`src/rtl/mac_saturante_pkg.sv`:
```
// Shared types and helpers for the saturating multiply-accumulate engine.
package mac_saturante_pkg;

    typedef enum logic [1:0] {
        ST_ACUM  = 2'd0,
        ST_DRAIN = 2'd1,
        ST_HOLD  = 2'd2
    } state_t;

    // Ceiling log2; returns 0 for n <= 1.
    function automatic int unsigned clog2(input int unsigned n);
        int unsigned r;
        int unsigned v;
        r = 0;
        v = (n > 0) ? n - 1 : 0;
        while (v > 0) begin
            r = r + 1;
            v = v >> 1;
        end
        return r;
    endfunction

endpackage

```
`src/rtl/mac_saturante_saturador.sv`:
```
// Combinational narrowing of the wide accumulator sum to the result width,
// either clipping or wrapping; error flags any out-of-range value in both modes.
module mac_saturante_saturador
    import mac_saturante_pkg::*;
#(
    parameter int unsigned InW      = 18,
    parameter int unsigned OutW     = 8,
    parameter bit          Saturate = 1'b1
) (
    input  logic [InW-1:0]  value,
    output logic [OutW-1:0] result,
    output logic            error
);

    // In range exactly when every bit from the result sign bit upward agrees.
    logic [InW-OutW:0] upper;
    assign upper = value[InW-1:OutW-1];

    always_comb begin
        error  = !((&upper) || !(|upper));
        result = value[OutW-1:0];
        if (Saturate && error) begin
            result = value[InW-1] ? {1'b1, {(OutW-1){1'b0}}}
                                  : {1'b0, {(OutW-1){1'b1}}};
        end
    end

endmodule

```
`src/rtl/mac_saturante.sv`:
```
// Pipelined signed dot product of Length operand pairs with a wide accumulator,
// saturating or wrapping output and valid/ready handshakes on both sides.
module mac_saturante
    import mac_saturante_pkg::*;
#(
    parameter int unsigned Width    = 8,
    parameter int unsigned Length   = 4,
    parameter bit          Saturate = 1'b1
) (
    input  logic             Clock,
    input  logic             Reset,
    input  logic [Width-1:0] OperandoA,
    input  logic [Width-1:0] OperandoB,
    input  logic             InValid,
    output logic             InReady,
    output logic [Width-1:0] Result,
    output logic             Error,
    output logic             OutValid,
    input  logic             OutReady
);

    localparam int unsigned ProdW = 2 * Width;
    localparam int unsigned LenW  = clog2(Length);
    localparam int unsigned AccW  = ProdW + LenW;
    localparam int unsigned CntW  = clog2(Length + 1);
    localparam logic [CntW-1:0] LastIdx = CntW'(Length - 1);

    state_t                   state, state_d;
    logic [CntW-1:0]          cnt, cnt_d;
    logic signed [ProdW-1:0]  prod, prod_d;
    logic                     pv;
    logic signed [AccW-1:0]   acc, acc_sum;
    logic                     accept;
    logic                     in_ready_d, out_valid_d;
    logic                     load_result, clear_acc;
    logic [Width-1:0]         sat_result;
    logic                     sat_error;

    assign accept  = InValid && InReady;
    assign prod_d  = ProdW'($signed(OperandoA)) * ProdW'($signed(OperandoB));
    assign acc_sum = acc + AccW'(prod);

    mac_saturante_saturador #(
        .InW      (AccW),
        .OutW     (Width),
        .Saturate (Saturate)
    ) u_saturador (
        .value  (acc_sum),
        .result (sat_result),
        .error  (sat_error)
    );

    // State register.
    always_ff @(posedge Clock) begin
        if (Reset) begin
            state <= ST_ACUM;
        end else begin
            state <= state_d;
        end
    end

    // Next state and control. OutValid rises one cycle after entering HOLD,
    // so the result register has settled before it is offered.
    always_comb begin
        state_d     = state;
        cnt_d       = cnt;
        load_result = 1'b0;
        clear_acc   = 1'b0;
        out_valid_d = 1'b0;
        case (state)
            ST_ACUM: begin
                if (accept) begin
                    if (cnt == LastIdx) begin
                        cnt_d   = '0;
                        state_d = ST_DRAIN;
                    end else begin
                        cnt_d = cnt + CntW'(1);
                    end
                end
            end
            ST_DRAIN: begin
                if (pv) begin
                    load_result = 1'b1;
                    state_d     = ST_HOLD;
                end
            end
            ST_HOLD: begin
                if (OutValid && OutReady) begin
                    clear_acc = 1'b1;
                    state_d   = ST_ACUM;
                end else begin
                    out_valid_d = 1'b1;
                end
            end
            default: state_d = ST_ACUM;
        endcase
        in_ready_d = (state_d == ST_ACUM);
    end

    // Product pipeline, accumulator, counter and registered outputs.
    always_ff @(posedge Clock) begin
        if (Reset) begin
            cnt      <= '0;
            prod     <= '0;
            pv       <= 1'b0;
            acc      <= '0;
            InReady  <= 1'b0;
            OutValid <= 1'b0;
            Result   <= '0;
            Error    <= 1'b0;
        end else begin
            cnt      <= cnt_d;
            pv       <= accept;
            InReady  <= in_ready_d;
            OutValid <= out_valid_d;
            if (accept) begin
                prod <= prod_d;
            end
            if (clear_acc) begin
                acc <= '0;
            end else if (pv) begin
                acc <= acc_sum;
            end
            if (load_result) begin
                Result <= sat_result;
                Error  <= sat_error;
            end
        end
    end

endmodule

```
`config.mk`:
```
export PLATFORM = sky130hd
export DESIGN_NAME = mac_saturante
export DESIGN_NICKNAME = d
export VERILOG_FILES = /design/src/rtl/mac_saturante_pkg.sv /design/src/rtl/mac_saturante_saturador.sv /design/src/rtl/mac_saturante.sv
export SDC_FILE = /design/constraint.sdc
export NUM_CORES = 1
export LEC_CHECK = 0
export BUFFER_PORTS_ARGS = -buffer_cell sky130_fd_sc_hd__buf_2
export CAP_MARGIN = 20
export CORE_ASPECT_RATIO = 0.75
export CORE_MARGIN = 5
export CORE_UTILIZATION = 45
export DETAILED_ROUTE_END_ITERATION = 7
export PLACE_DENSITY = 0.71
export SYNTH_ARGS = -nofsm -noshare
export SYNTH_HDL_FRONTEND = slang
export SYNTH_HIERARCHICAL = 1
export SYNTH_SLANG_ARGS = --single-unit
```
`constraint.sdc`:
```
create_clock -name Clock -period 6.7 [get_ports Clock]
set_input_delay 1.34 -clock Clock [delete_from_list [all_inputs] [get_ports Clock]]
set_output_delay 1.34 -clock Clock [all_outputs]
set_load 0.005 [all_outputs]
```
Yosys cells after proc, flatten, opt, wreduce, memory -nomap -nowiden. Index checks and enable logic that the tools add are counted.

Bits in registers: 51. Input bits: 20. Logic and storage cells: 41.

Add/sub/neg operators: 2. Multipliers: 1. Equal/unequal tests: 3. Muxes and demuxes: 13. Bitwise logic cells: 1. Reduce and logical (&&, ||, !) cells: 12.

Operators by type and width (number): 18-bit by 16-bit adder with 18-bit output (1); 8-bit by 8-bit multiplier with 16-bit output (1); 8-bit 2-to-1 mux (2); 11-bit AND reduction (1); 11-bit OR reduction (1); 2-bit 2-to-1 mux (4); 2-bit one-hot mux with 3 select lines (1); 1-bit 2-to-1 mux (5); 2-bit logical NOT (2); 2-bit OR reduction (2); 3-bit by 1-bit adder with 3-bit output (second input constant) (1); 3-bit by 2-bit == test with 1-bit output (second input constant) (1); 3-bit 2-to-1 mux (1); 2-bit by 1-bit == test with 1-bit output (second input constant) (1); 2-bit == test (second input constant) (1); 1-bit logical AND (2); 1-bit logical NOT (2); 2-bit AND reduction (1); 1-bit logical OR (1); 1-bit inverter (1).

Depth between registers and ports, before layout.
Depth in word-level cells: 5. Gate-level depth with buffers: 20. Gate-level depth less buffers: 20.

By module. Netlist, hierarchy kept.

Modules (own cells, without submodules): mac_saturante (times used 1, cells an instance 591, area each 5157.4 µm²); mac_saturante_saturador (times used 1, cells an instance 24, area each 214.0 µm²).

Least setup slack after synthesis. Ideal clock, no wire load.

Path type: input port to flip-flop. Start: input OperandoA[3]. End: register prod[15]. Library setup time: 0.132 ns. Arrival: 5.144 ns. Required time: 6.568 ns. Slack: 1.424 ns. Cell stages on the path: 16. Buffers on the path: 0. Cell sequence: and2_1 -> fa_1 -> inv_1 -> fa_1 -> inv_1 -> fa_1 -> inv_1 -> fa_1 -> inv_1 -> ha_1 -> a2111oi_4 -> nor3_1 -> a2111oi_4 -> a21oi_1 -> xnor2_1 -> a21oi_1.

Word-level cells in the longest chain between the ends: 1.

RTL lines: start: declaration (RTL line mac_saturante.sv:12) `input logic [Width-1:0] OperandoA,`; 8-bit by 8-bit multiplier with 16-bit output (RTL line mac_saturante.sv:40) `assign prod_d = ProdW'($signed(OperandoA)) * ProdW'($signed(OperandoB));`; end signal: assignment (RTL line mac_saturante.sv:117) `prod <= prod_d;`; end: declaration (RTL line mac_saturante.sv:30) `logic signed [ProdW-1:0] prod, prod_d;`.

No other way between the ends. A chain may end at the register's enable or synchronous reset.

Worst setup path in the final report. Ends and elaborated chain as after synthesis.

==> qor.yml <==
synth_edf_count: 0
die_w_um: 136
final_cells: 802
antenna_found_initial: 0
final.setup.worst_slack_ns: 1.34
gr-total-overflow: 0
cts_resized: 0
grt_pass1_vias: 4246
ant_nets: 0
clk_path_buf_depth: 2
drc_errors: 0
core_um2: 11700
fin_crit_ns: 5.36
synth_area_um2: 5370
busiest_layer: "met2"
r2r-end: "Result[0]$_SDFFE_PP0P_"
cp-end-kind: "flop"
worstMarginPinSlew_ns: 0.948
grt_use_met1_pct: 23.1
detailed_place_hpwl_um: 8970
r2r-start: "prod[8]$_SDFFE_PP0P_"
seq_area_frac_synth_pct: 19.0
h-tree-depth: 2
dp.cells: 793
ys_ff_latch: 51
clk_pin_slew_ns: 0.07
synth_ff_type: "dfxtp_1"
area_delta_synth_final_pct: 8.18
grt_pass1_wl_um: 19600
tns_ns: 0
synth_commonest_cells: "inv_1 (100), nand2_1 (60), fa_1 (56)"
design.portCount: 31
grt_max_degree: 34
seq_area_um2: 1020
worst_clock_skew_ns: 0.00526
io_buffers: 30
avgViaCountPerCell: 5.10
wl_per_cell_um: 13.6
status: "completed"
dp_slack_ns: 0.985
drt-total-wl_um: 10900
synth_top_area_share_pct: 20.9
syn-num-nets: 738
num-fill-cells: 1133
synth.largest_area_cell: "fa_1"
initial_core_util_pct: 46.1
async_reset_ff_share_pct: 0
max_cap_violations: 0
grt_use_met3_pct: 2.55
crit_arrival_ns: 5.52
hold_start: "prod[9]$_SDFFE_PP0P_"
yosys.cell_count.top_type: "inv_1"
crit_buf_inv: 5
max_slew_margin_pct: 36.7
synth.avg_cell_area_um2: 8.73
finalWeightedCongestion: 0.909
hold_buffers: 0
antenna_cells: 0
power.leakage_nw: 2.80
hold_end: "prod[9]$_SDFFE_PP0P_"
max_freq_mhz: 186
worst_path_largest_cell_delay_ns: 0.53
grt_setup_unrepaired: "no"
ff2ff_path_depth: 16
cp_slowest_cell: "fa_1"
reg2reg_slack_ns: 3.01
cts.sinks: 51
grtUsageMet2_pct: 27.3
path_class: "in2reg"
cp-start-kind: "input pin"
layout-drive-gt1-share_pct: 8.13
synth.distinct_cells: 57
final_max_slew_viol_count: 0
crit_chain: "buf_2, and2_1, fa_1, inv_1, fa_1, inv_1, fa_1, inv_1, fa_1, inv_1, ha_1, a2111oi_4, nor3_1, a2111oi_4, a21oi_1, xnor2_1, a21oi_1"
post-cts-setup-buffers: 0
fin_crit_sh_pct: 80.1
num_vias: 4087
syn_inst: 615
die-area_um2: 14200
multi_input_area_um2: 3910
std_cell_rows: 34
hold_ws_ns: 0.459
dpl_cell_area_um2: 5660
cts_tree: "built"
track_usage_pct: 16.4
hold_viol: 0
peakVddDrop_mv: 0.230
required_ns: 6.85
synth.area.top_cells: "fa_1 (21%), dfxtp_1 (19%), ha_1 (11%), inv_1 (7.0%), mux2i_1 (5.0%)"
cts_buffers: 5
synth_warnings: 6
drtPass1Iterations: 4
clockRootBuffer: "clkbuf_16"
path_delay_family: "adder cells"
setup_violations: 0
die_h_um: 105
cellPowerDensity_nw_per_um2: 295
fin_area_um2: 5810
hold_class: "reg2reg"
path_max_fanout: 8
first_iter_violations: 194
nets: 762
clk_latency_ns: 0.29
hold_depth: 2
==> where the power goes <==
group | total [mW] | internal, mW | switching (mW) | leakage, nW
sequential | 0.360 | 0.335 | 0.0245 | 0.414
combinational | 1.10 | 0.500 | 0.598 | 2.32
clock | 0.256 | 0.140 | 0.116 | 0.0675
==> sequential cells by signal (all words and copies together), names as in the netlist <==
register / flops
Error: 1
cnt: 3
InReady: 1
OutValid: 1
state: 2
acc: 18
prod: 16
Result: 8
pv: 1
==> cell families (layout without fill, tap and decap cells) <==
family,after synthesis,in the layout,share of synthesized area (%)
AOI/OAI and AO/OA,91,91,12.3
adders and majority gates,103,103,31.8
buffers and inverters,115,140,8.29
muxes,28,28,5.24
xor gates and xnor gates,28,28,4.57
and+or+nand+nor,199,199,18.7
DFF,51,51,19.0
==> worst min-delay path, cell delays in order (launching register included) <==
cell and delay [ns]:
dfxtp_1 0.32, nand2_1 0.05, a21oi_1 0.05
==> per-stage QoR <==
step	utilization, %	power, mW
finish	49.8	1.71
global route	49.8	1.91
CTS	49.8	1.73
detailed placement	48.5	1.46
global placement	48.5	1.43
floorplan	-	1.28
==> final cells by class <==
class                      instances  area share (%)
clock buffer                       6            2.22
clock inverter                     2           0.280
multi-input combinational        449            67.2
tap                              162            3.49
inverter                         101            6.52
sequential                        51            17.6
timing repair buffer              31            2.71
==> cell usage in the layout, fill, tap and decap left out, types with 3 or more instances in the layout <==
cell type,instances
a21o_1,8
and2_1,37
nor2b_1,6
nand2b_1,8
o21ai_0,12
nand4_1,3
clkbuf_16,5
a211oi_1,5
o22ai_1,4
xnor2_1,21
nor2_1,46
and3_1,3
fa_1,56
nand3_1,8
mux2i_1,27
buf_2,30
ha_1,47
xor2_1,7
inv_1,100
dfxtp_1,51
nand2_1,60
nor3_1,12
a21oi_1,36
o21a_1,4
==> worst max-delay path by stage <==
stage                      start                    end  slack, ns  cells past startpoint
finish              OperandoA[3]  prod[15]$_SDFFE_PP0P_       1.34                     17
global route        OperandoA[3]  prod[15]$_SDFFE_PP0P_       1.06                     17
CTS                 OperandoA[3]  prod[15]$_SDFFE_PP0P_       1.30                     17
detailed placement  OperandoA[3]  prod[15]$_SDFFE_PP0P_       0.98                     17
global placement    OperandoA[3]  prod[15]$_SDFFE_PP0P_       1.10                     17
floorplan           OperandoA[3]  prod[15]$_SDFFE_PP0P_       1.42                     16
==> routing by layer <==
metal | share of wire, % | wire length [um]
met2 | 48 | 5190
met5 | 0 | 0
met4 | 0.86 | 94
met3 | 3.3 | 355
met1 | 48 | 5240
(Power assumes the default switching activity.)
